### src/rtl/divider_unit.sv
// rtl/divider_unit.sv - multi-cycle restoring shift-subtract integer divider (DIV/DIVU)
//
// Ports:
//   i_clk          rising-edge clock
//   i_reset        synchronous active-high reset
//   i_start        start request, sampled only while idle
//   i_signed       1 = signed (DIV), 0 = unsigned (DIVU), captured with i_start
//   i_dividend     dividend A, captured with i_start
//   i_divisor      divisor B, captured with i_start
//   o_busy         high from the cycle after acceptance until o_done
//   o_done         one-cycle pulse, results valid in that cycle
//   o_quotient     quotient, held until the next completion
//   o_remainder    remainder, held until the next completion
//   o_div_by_zero  divisor was zero, held with the results
module divider_unit #(
    parameter int NB_DATA  = 32,
    parameter int NB_COUNT = 6
) (
    input  logic               i_clk,
    input  logic               i_reset,
    input  logic               i_start,
    input  logic               i_signed,
    input  logic [NB_DATA-1:0] i_dividend,
    input  logic [NB_DATA-1:0] i_divisor,
    output logic               o_busy,
    output logic               o_done,
    output logic [NB_DATA-1:0] o_quotient,
    output logic [NB_DATA-1:0] o_remainder,
    output logic               o_div_by_zero
);

    typedef enum logic [1:0] {
        ST_IDLE,
        ST_RUN,
        ST_DONE
    } state_t;

    state_t state;
    state_t state_next;

    logic [NB_COUNT-1:0] count;
    logic [NB_DATA-1:0]  rem;
    // Holds |A| while iterating; on a zero divisor it holds the untouched dividend instead.
    logic [NB_DATA-1:0]  quo;
    logic [NB_DATA-1:0]  dvs;
    logic                q_neg;
    logic                r_neg;
    logic                dz;

    logic               a_neg;
    logic               b_neg;
    logic               div_zero_in;
    logic [NB_DATA-1:0] a_mag;
    logic [NB_DATA-1:0] b_mag;

    logic [NB_DATA:0]   shifted;
    logic               trial_ok;
    logic [NB_DATA-1:0] rem_next;
    logic [NB_DATA-1:0] quo_next;
    logic [NB_DATA-1:0] q_res;
    logic [NB_DATA-1:0] r_res;

    assign a_neg       = i_signed & i_dividend[NB_DATA-1];
    assign b_neg       = i_signed & i_divisor[NB_DATA-1];
    assign div_zero_in = (i_divisor == '0);
    // The most negative value maps onto itself, which is its correct unsigned magnitude.
    assign a_mag       = a_neg ? (~i_dividend + 1'b1) : i_dividend;
    assign b_mag       = b_neg ? (~i_divisor + 1'b1) : i_divisor;

    // The shifted partial remainder needs one extra bit: rem < |B| can reach 2^NB_DATA-2.
    assign shifted  = {rem, quo[NB_DATA-1]};
    assign trial_ok = (shifted >= {1'b0, dvs});
    // When the trial succeeds the difference is below |B|, so modular low bits are exact.
    assign rem_next = trial_ok ? (shifted[NB_DATA-1:0] - dvs) : shifted[NB_DATA-1:0];
    assign quo_next = {quo[NB_DATA-2:0], trial_ok};

    assign q_res = dz ? '1  : (q_neg ? (~quo + 1'b1) : quo);
    assign r_res = dz ? quo : (r_neg ? (~rem + 1'b1) : rem);

    always_ff @(posedge i_clk) begin
        if (i_reset) begin
            state <= ST_IDLE;
        end else begin
            state <= state_next;
        end
    end

    always_comb begin
        state_next = state;
        case (state)
            ST_IDLE: begin
                if (i_start) begin
                    state_next = div_zero_in ? ST_DONE : ST_RUN;
                end
            end
            ST_RUN: begin
                if (count == NB_COUNT'(1)) begin
                    state_next = ST_DONE;
                end
            end
            ST_DONE: state_next = ST_IDLE;
            default: state_next = ST_IDLE;
        endcase
    end

    always_ff @(posedge i_clk) begin
        if (i_reset) begin
            count         <= '0;
            rem           <= '0;
            quo           <= '0;
            dvs           <= '0;
            q_neg         <= 1'b0;
            r_neg         <= 1'b0;
            dz            <= 1'b0;
            o_busy        <= 1'b0;
            o_done        <= 1'b0;
            o_quotient    <= '0;
            o_remainder   <= '0;
            o_div_by_zero <= 1'b0;
        end else begin
            o_done <= 1'b0;
            case (state)
                ST_IDLE: begin
                    if (i_start) begin
                        o_busy <= 1'b1;
                        count  <= NB_COUNT'(NB_DATA);
                        rem    <= '0;
                        dvs    <= b_mag;
                        dz     <= div_zero_in;
                        q_neg  <= a_neg ^ b_neg;
                        r_neg  <= a_neg;
                        quo    <= div_zero_in ? i_dividend : a_mag;
                    end
                end
                ST_RUN: begin
                    rem   <= rem_next;
                    quo   <= quo_next;
                    count <= count - NB_COUNT'(1);
                end
                ST_DONE: begin
                    o_busy        <= 1'b0;
                    o_done        <= 1'b1;
                    o_quotient    <= q_res;
                    o_remainder   <= r_res;
                    o_div_by_zero <= dz;
                end
                default: ;
            endcase
        end
    end

endmodule

### config.mk
export PLATFORM = sky130hd
export DESIGN_NAME = divider_unit
export DESIGN_NICKNAME = d
export VERILOG_FILES = /design/src/rtl/divider_unit.sv
export SDC_FILE = /design/constraint.sdc
export NUM_CORES = 1
export LEC_CHECK = 0
export CAP_MARGIN = 30
export CORE_MARGIN = 5
export CORE_UTILIZATION = 50
export DETAILED_ROUTE_END_ITERATION = 8
export DONT_BUFFER_PORTS = 1
export PLACE_DENSITY = 0.75
export REMOVE_ABC_BUFFERS = 1
export SLEW_MARGIN = 20
export SYNTH_ARGS = -nofsm -noshare
export SYNTH_HDL_FRONTEND = slang
export SYNTH_SLANG_ARGS = --single-unit
### constraint.sdc
create_clock -name i_clk -period 4.6 [get_ports i_clk]
set_clock_uncertainty 0.1 [all_clocks]
set_input_delay 0.92 -clock i_clk [delete_from_list [all_inputs] [get_ports i_clk]]
set_output_delay 0.92 -clock i_clk [all_outputs]
set_load 0.02 [all_outputs]
==> impl_metrics.xml <==
<?xml version="1.0" encoding="UTF-8"?>
<metrics>
  <group name="clock_network">
    <metric name="cts-buffers-inserted" unit="">17</metric>
    <metric name="cts-root-to-sink-buffers" unit="">2</metric>
    <metric name="clkLatencyLatePin" unit="ns">0.43</metric>
    <metric name="path_clk_slew" unit="ns">0.07</metric>
    <metric name="cts_htree_levels" unit="">4</metric>
    <metric name="cts_resized" unit="">0</metric>
    <metric name="clock_net_sink_count" unit="">174</metric>
    <metric name="post_cts_hold_buffer_count" unit="">0</metric>
    <metric name="master_cell_of_the_clock_root_buffer" unit="">sky130_fd_sc_hd__clkbuf_16</metric>
    <metric name="post_cts.repair.setup_buffers" unit="">0</metric>
    <metric name="cts_tree" unit="">built</metric>
  </group>
  <group name="timing">
    <metric name="setup_viol_count_final" unit="">0</metric>
    <metric name="tightestPinTransition" unit="ns">0.856</metric>
    <metric name="final-max-slew-violation-count" unit="">0</metric>
    <metric name="final_critical_path_required_period" unit="ns">3.72</metric>
    <metric name="setup_slack" unit="ns">0.875</metric>
    <metric name="post-route-period-util" unit="%">81.0</metric>
    <metric name="timing_hold_violations_final" unit="">0</metric>
    <metric name="max_slew_margin" unit="%">42.4</metric>
    <metric name="hold-worst-slack" unit="ns">0.349</metric>
    <metric name="unrepaired_setup_endpoints_after_global_routing" unit="">false</metric>
    <metric name="max_freq" unit="GHz">0.268</metric>
    <metric name="fin_setup_tns" unit="ns">0</metric>
  </group>
  <group name="pwr">
    <metric name="cellPowerDensity" unit="mW/mm2">368</metric>
    <metric name="design_power" unit="mW">4.31</metric>
    <metric name="p_leak" unit="nW">4.40</metric>
    <metric name="peakVddDrop" unit="uV">187</metric>
  </group>
  <group name="run">
    <metric name="drv_cap" unit="">0</metric>
  </group>
  <group name="setup_path">
    <metric name="critical_path.endpoint_type" unit="">flop</metric>
    <metric name="cp-start-kind" unit="">input port</metric>
    <metric name="crit_type" unit="">in -&gt; reg</metric>
    <metric name="worst-endpoint-required" unit="ns">4.82</metric>
    <metric name="critical_path.max_fanout" unit="">21</metric>
    <metric name="worstPathArrival" unit="ns">3.94</metric>
  </group>
  <group name="route">
    <metric name="via_count" unit="">10100</metric>
    <metric name="remaining_drc_errors" unit="">0</metric>
    <metric name="routedWlPerCell" unit="um">17.4</metric>
    <metric name="route.antenna.remaining_nets" unit="">0</metric>
    <metric name="drtIter0Drc" unit="">810</metric>
    <metric name="dr_vias_cell" unit="">6.03</metric>
    <metric name="drt-pass1-iter-count" unit="">5</metric>
    <metric name="postRouteWirelength" unit="um">29000</metric>
  </group>
  <group name="global_route">
    <metric name="antenna_found_initial" unit="">0</metric>
    <metric name="first_global_vias" unit="">9440</metric>
    <metric name="grt_first_pass_wirelength" unit="um">47300</metric>
    <metric name="pin_count_of_the_biggest_net_entering_global_routing" unit="">148</metric>
    <metric name="grt.overflow.total" unit="">0</metric>
    <metric name="gr_util_all_layers" unit="%">22.9</metric>
  </group>
  <group name="synthesis">
    <metric name="synthMostInstantiatedCell" unit="">sky130_fd_sc_hd__nand2_1</metric>
    <metric name="ys_top_cells_by_count" unit="">sky130_fd_sc_hd__nand2_1, sky130_fd_sc_hd__dfxtp_1, sky130_fd_sc_hd__nor2_1</metric>
    <metric name="netlist_area" unit="mm2">0.0110</metric>
    <metric name="synth.ff_latch_count" unit="">174</metric>
    <metric name="synth_seq_area_share" unit="%">31.6</metric>
    <metric name="portion_of_synthesized_cell_area_occupied_by_the_leading_cell_type" unit="%">31.6</metric>
    <metric name="dominantRegCellSynth" unit="">sky130_fd_sc_hd__dfxtp_1</metric>
    <metric name="synth.yosys.warnings" unit="">0</metric>
    <metric name="synth_enable_flop_cells" unit="">0</metric>
    <metric name="cells_after_synth" unit="">1452</metric>
    <metric name="cell_types_occupying_the_most_area_after_synthesis" unit="">sky130_fd_sc_hd__dfxtp_1, sky130_fd_sc_hd__nand2_1, sky130_fd_sc_hd__xnor2_1</metric>
    <metric name="async_flop_share" unit="%">0</metric>
    <metric name="synth_largest_area_cell" unit="">sky130_fd_sc_hd__dfxtp_1</metric>
    <metric name="post_synth.cell_area_avg" unit="um2">7.59</metric>
    <metric name="synth.distinct_cells" unit="">64</metric>
  </group>
  <group name="placed_design">
    <metric name="place.port_buffers" unit="">0</metric>
    <metric name="placed_wire_length_estimate_after_detailed_placement" unit="um">21300</metric>
    <metric name="placed_insts" unit="">1639</metric>
    <metric name="gp_routability_congestion" unit="">0.914</metric>
    <metric name="dp_worst_setup_slack" unit="ns">0.474</metric>
  </group>
  <group name="final_layout">
    <metric name="number_of_antenna_cells_inserted" unit="">0</metric>
    <metric name="drive_gt1_share" unit="%">4.59</metric>
    <metric name="area_growth_syn_to_layout" unit="%">6.16</metric>
    <metric name="finish.net_count" unit="">1488</metric>
    <metric name="final_cell_count_no_fill" unit="">1673</metric>
  </group>
  <group name="die">
    <metric name="die_height" unit="um">158</metric>
    <metric name="ioPinCount" unit="">135</metric>
    <metric name="initial_utilization" unit="%">50.7</metric>
    <metric name="floorplan.die_area" unit="mm2">0.0251</metric>
    <metric name="die_width" unit="um">158</metric>
    <metric name="core_area" unit="mm2">0.0218</metric>
    <metric name="rows" unit="">54</metric>
  </group>
  <group name="outcome">
    <metric name="outcome" unit="">finished clean</metric>
  </group>
  <group name="worst_hold_path">
    <metric name="hold_class" unit="">reg -&gt; reg</metric>
  </group>
</metrics>
## cell usage in the layout (no fill, tap or decap), types with 5 or more instances in the layout
cell type and n:
sky130_fd_sc_hd__a211oi_1 37, sky130_fd_sc_hd__a21o_1 24, sky130_fd_sc_hd__a21oi_1 113, sky130_fd_sc_hd__a221oi_1 5
sky130_fd_sc_hd__a22oi_1 6, sky130_fd_sc_hd__a31oi_1 9, sky130_fd_sc_hd__a32oi_1 12, sky130_fd_sc_hd__and3_1 7
sky130_fd_sc_hd__buf_4 8, sky130_fd_sc_hd__clkbuf_16 17, sky130_fd_sc_hd__dfxtp_1 173, sky130_fd_sc_hd__ha_1 38
sky130_fd_sc_hd__inv_1 53, sky130_fd_sc_hd__mux2i_1 13, sky130_fd_sc_hd__nand2_1 197, sky130_fd_sc_hd__nand2b_1 11
sky130_fd_sc_hd__nand3_1 15, sky130_fd_sc_hd__nand4_1 10, sky130_fd_sc_hd__nor2_1 127, sky130_fd_sc_hd__nor3_1 33
sky130_fd_sc_hd__nor4_1 14, sky130_fd_sc_hd__o21ai_0 111, sky130_fd_sc_hd__o221ai_1 23, sky130_fd_sc_hd__o22ai_1 24
sky130_fd_sc_hd__o31ai_1 30, sky130_fd_sc_hd__o41ai_1 17, sky130_fd_sc_hd__or2_2 8, sky130_fd_sc_hd__or3_1 17
sky130_fd_sc_hd__or4_1 20, sky130_fd_sc_hd__xnor2_1 74, sky130_fd_sc_hd__xor2_1 74
## power by group
part	internal, mW	switching (mW)	leakage, nW
Clock	0.795	0.628	0.270
Combinational	0.429	0.639	2.71
Sequential	1.64	0.174	1.42
Total	2.86	1.44	4.40
## cell families (layout without fill, tap and decap cells)
kind of cell | count (synthesis) | in the layout | share of synthesized area [%]
AO/OA/AOI/OAI | 442 | 442 | 25.8
flip-flops | 174 | 174 | 31.6
multiplexers | 13 | 13 | 1.18
adder cells (fa/ha/maj) | 39 | 39 | 4.49
XOR/XNOR | 148 | 148 | 11.8
AND/OR/NAND/NOR | 480 | 480 | 19.8
buffers and inverters | 156 | 97 | 5.39
## metal layers
metal | vias up | GRT usage, % | wire (um) | part of all wire (%)
met5 | - | 0 | 0 | 0
met4 | 0 | 7.35 | 648 | 2.2
met3 | 50 | 4.13 | 2220 | 7.7
met2 | 353 | 37.1 | 13100 | 45
li1 | 5053 | - | - | -
met1 | 4636 | 31.0 | 13100 | 45
## worst paths after layout
kind,slack (ns),endpoint,start,cells past startpoint
setup / recovery,0.88,quo[29],i_divisor[8],8
hold reg to reg,0.35,dvs[31],dvs[31],2
setup reg to reg,1.10,rem[26],rem[2],10
hold / removal,0.35,dvs[31],dvs[31],2
## stage by stage
| stage | instance area (um2) | utilization [%] |
|---|---|---|
| 6_report | 11700 | 53.8 |
| 3_5_place_dp | 11100 | 50.9 |
| 5_1_grt | 11700 | 53.8 |
| 4_1_cts | 11700 | 53.6 |
| 2_1_floorplan | 10600 | - |
| 3_3_place_gp | 11100 | 50.9 |
## worst max-delay path, cell delays in order
cell and delay (ns):
sky130_fd_sc_hd__or4_1 0.57, sky130_fd_sc_hd__nor4_1 0.45, sky130_fd_sc_hd__nand4b_1 0.20, sky130_fd_sc_hd__or4_1 0.61, sky130_fd_sc_hd__and3_1 0.50, sky130_fd_sc_hd__o21ai_0 0.21
sky130_fd_sc_hd__xor2_1 0.09, sky130_fd_sc_hd__a2111oi_0 0.38
## area by class of cell
| cell class | instances | area, um2 |
|---|---|---|
| fillers | 2072 | 10100 |
| multi-input cells | 1122 | 6960 |
| flip-flops and latches | 174 | 3480 |
| clock buffers | 21 | 470 |
| well taps | 280 | 350 |
| inverters | 54 | 203 |
| repair buffers | 12 | 125 |
| clock inverters | 10 | 106 |
## registers in the layout, summed over array words and instances (netlist names)
register       count
dvs               32
o_quotient        32
o_remainder       32
quo               32
rem               32
count              6
state              2
dz                 1
o_busy             1
o_div_by_zero      1
o_done             1
q_neg              1
r_neg              1
Note: power is estimated with default switching activity, not from simulation.
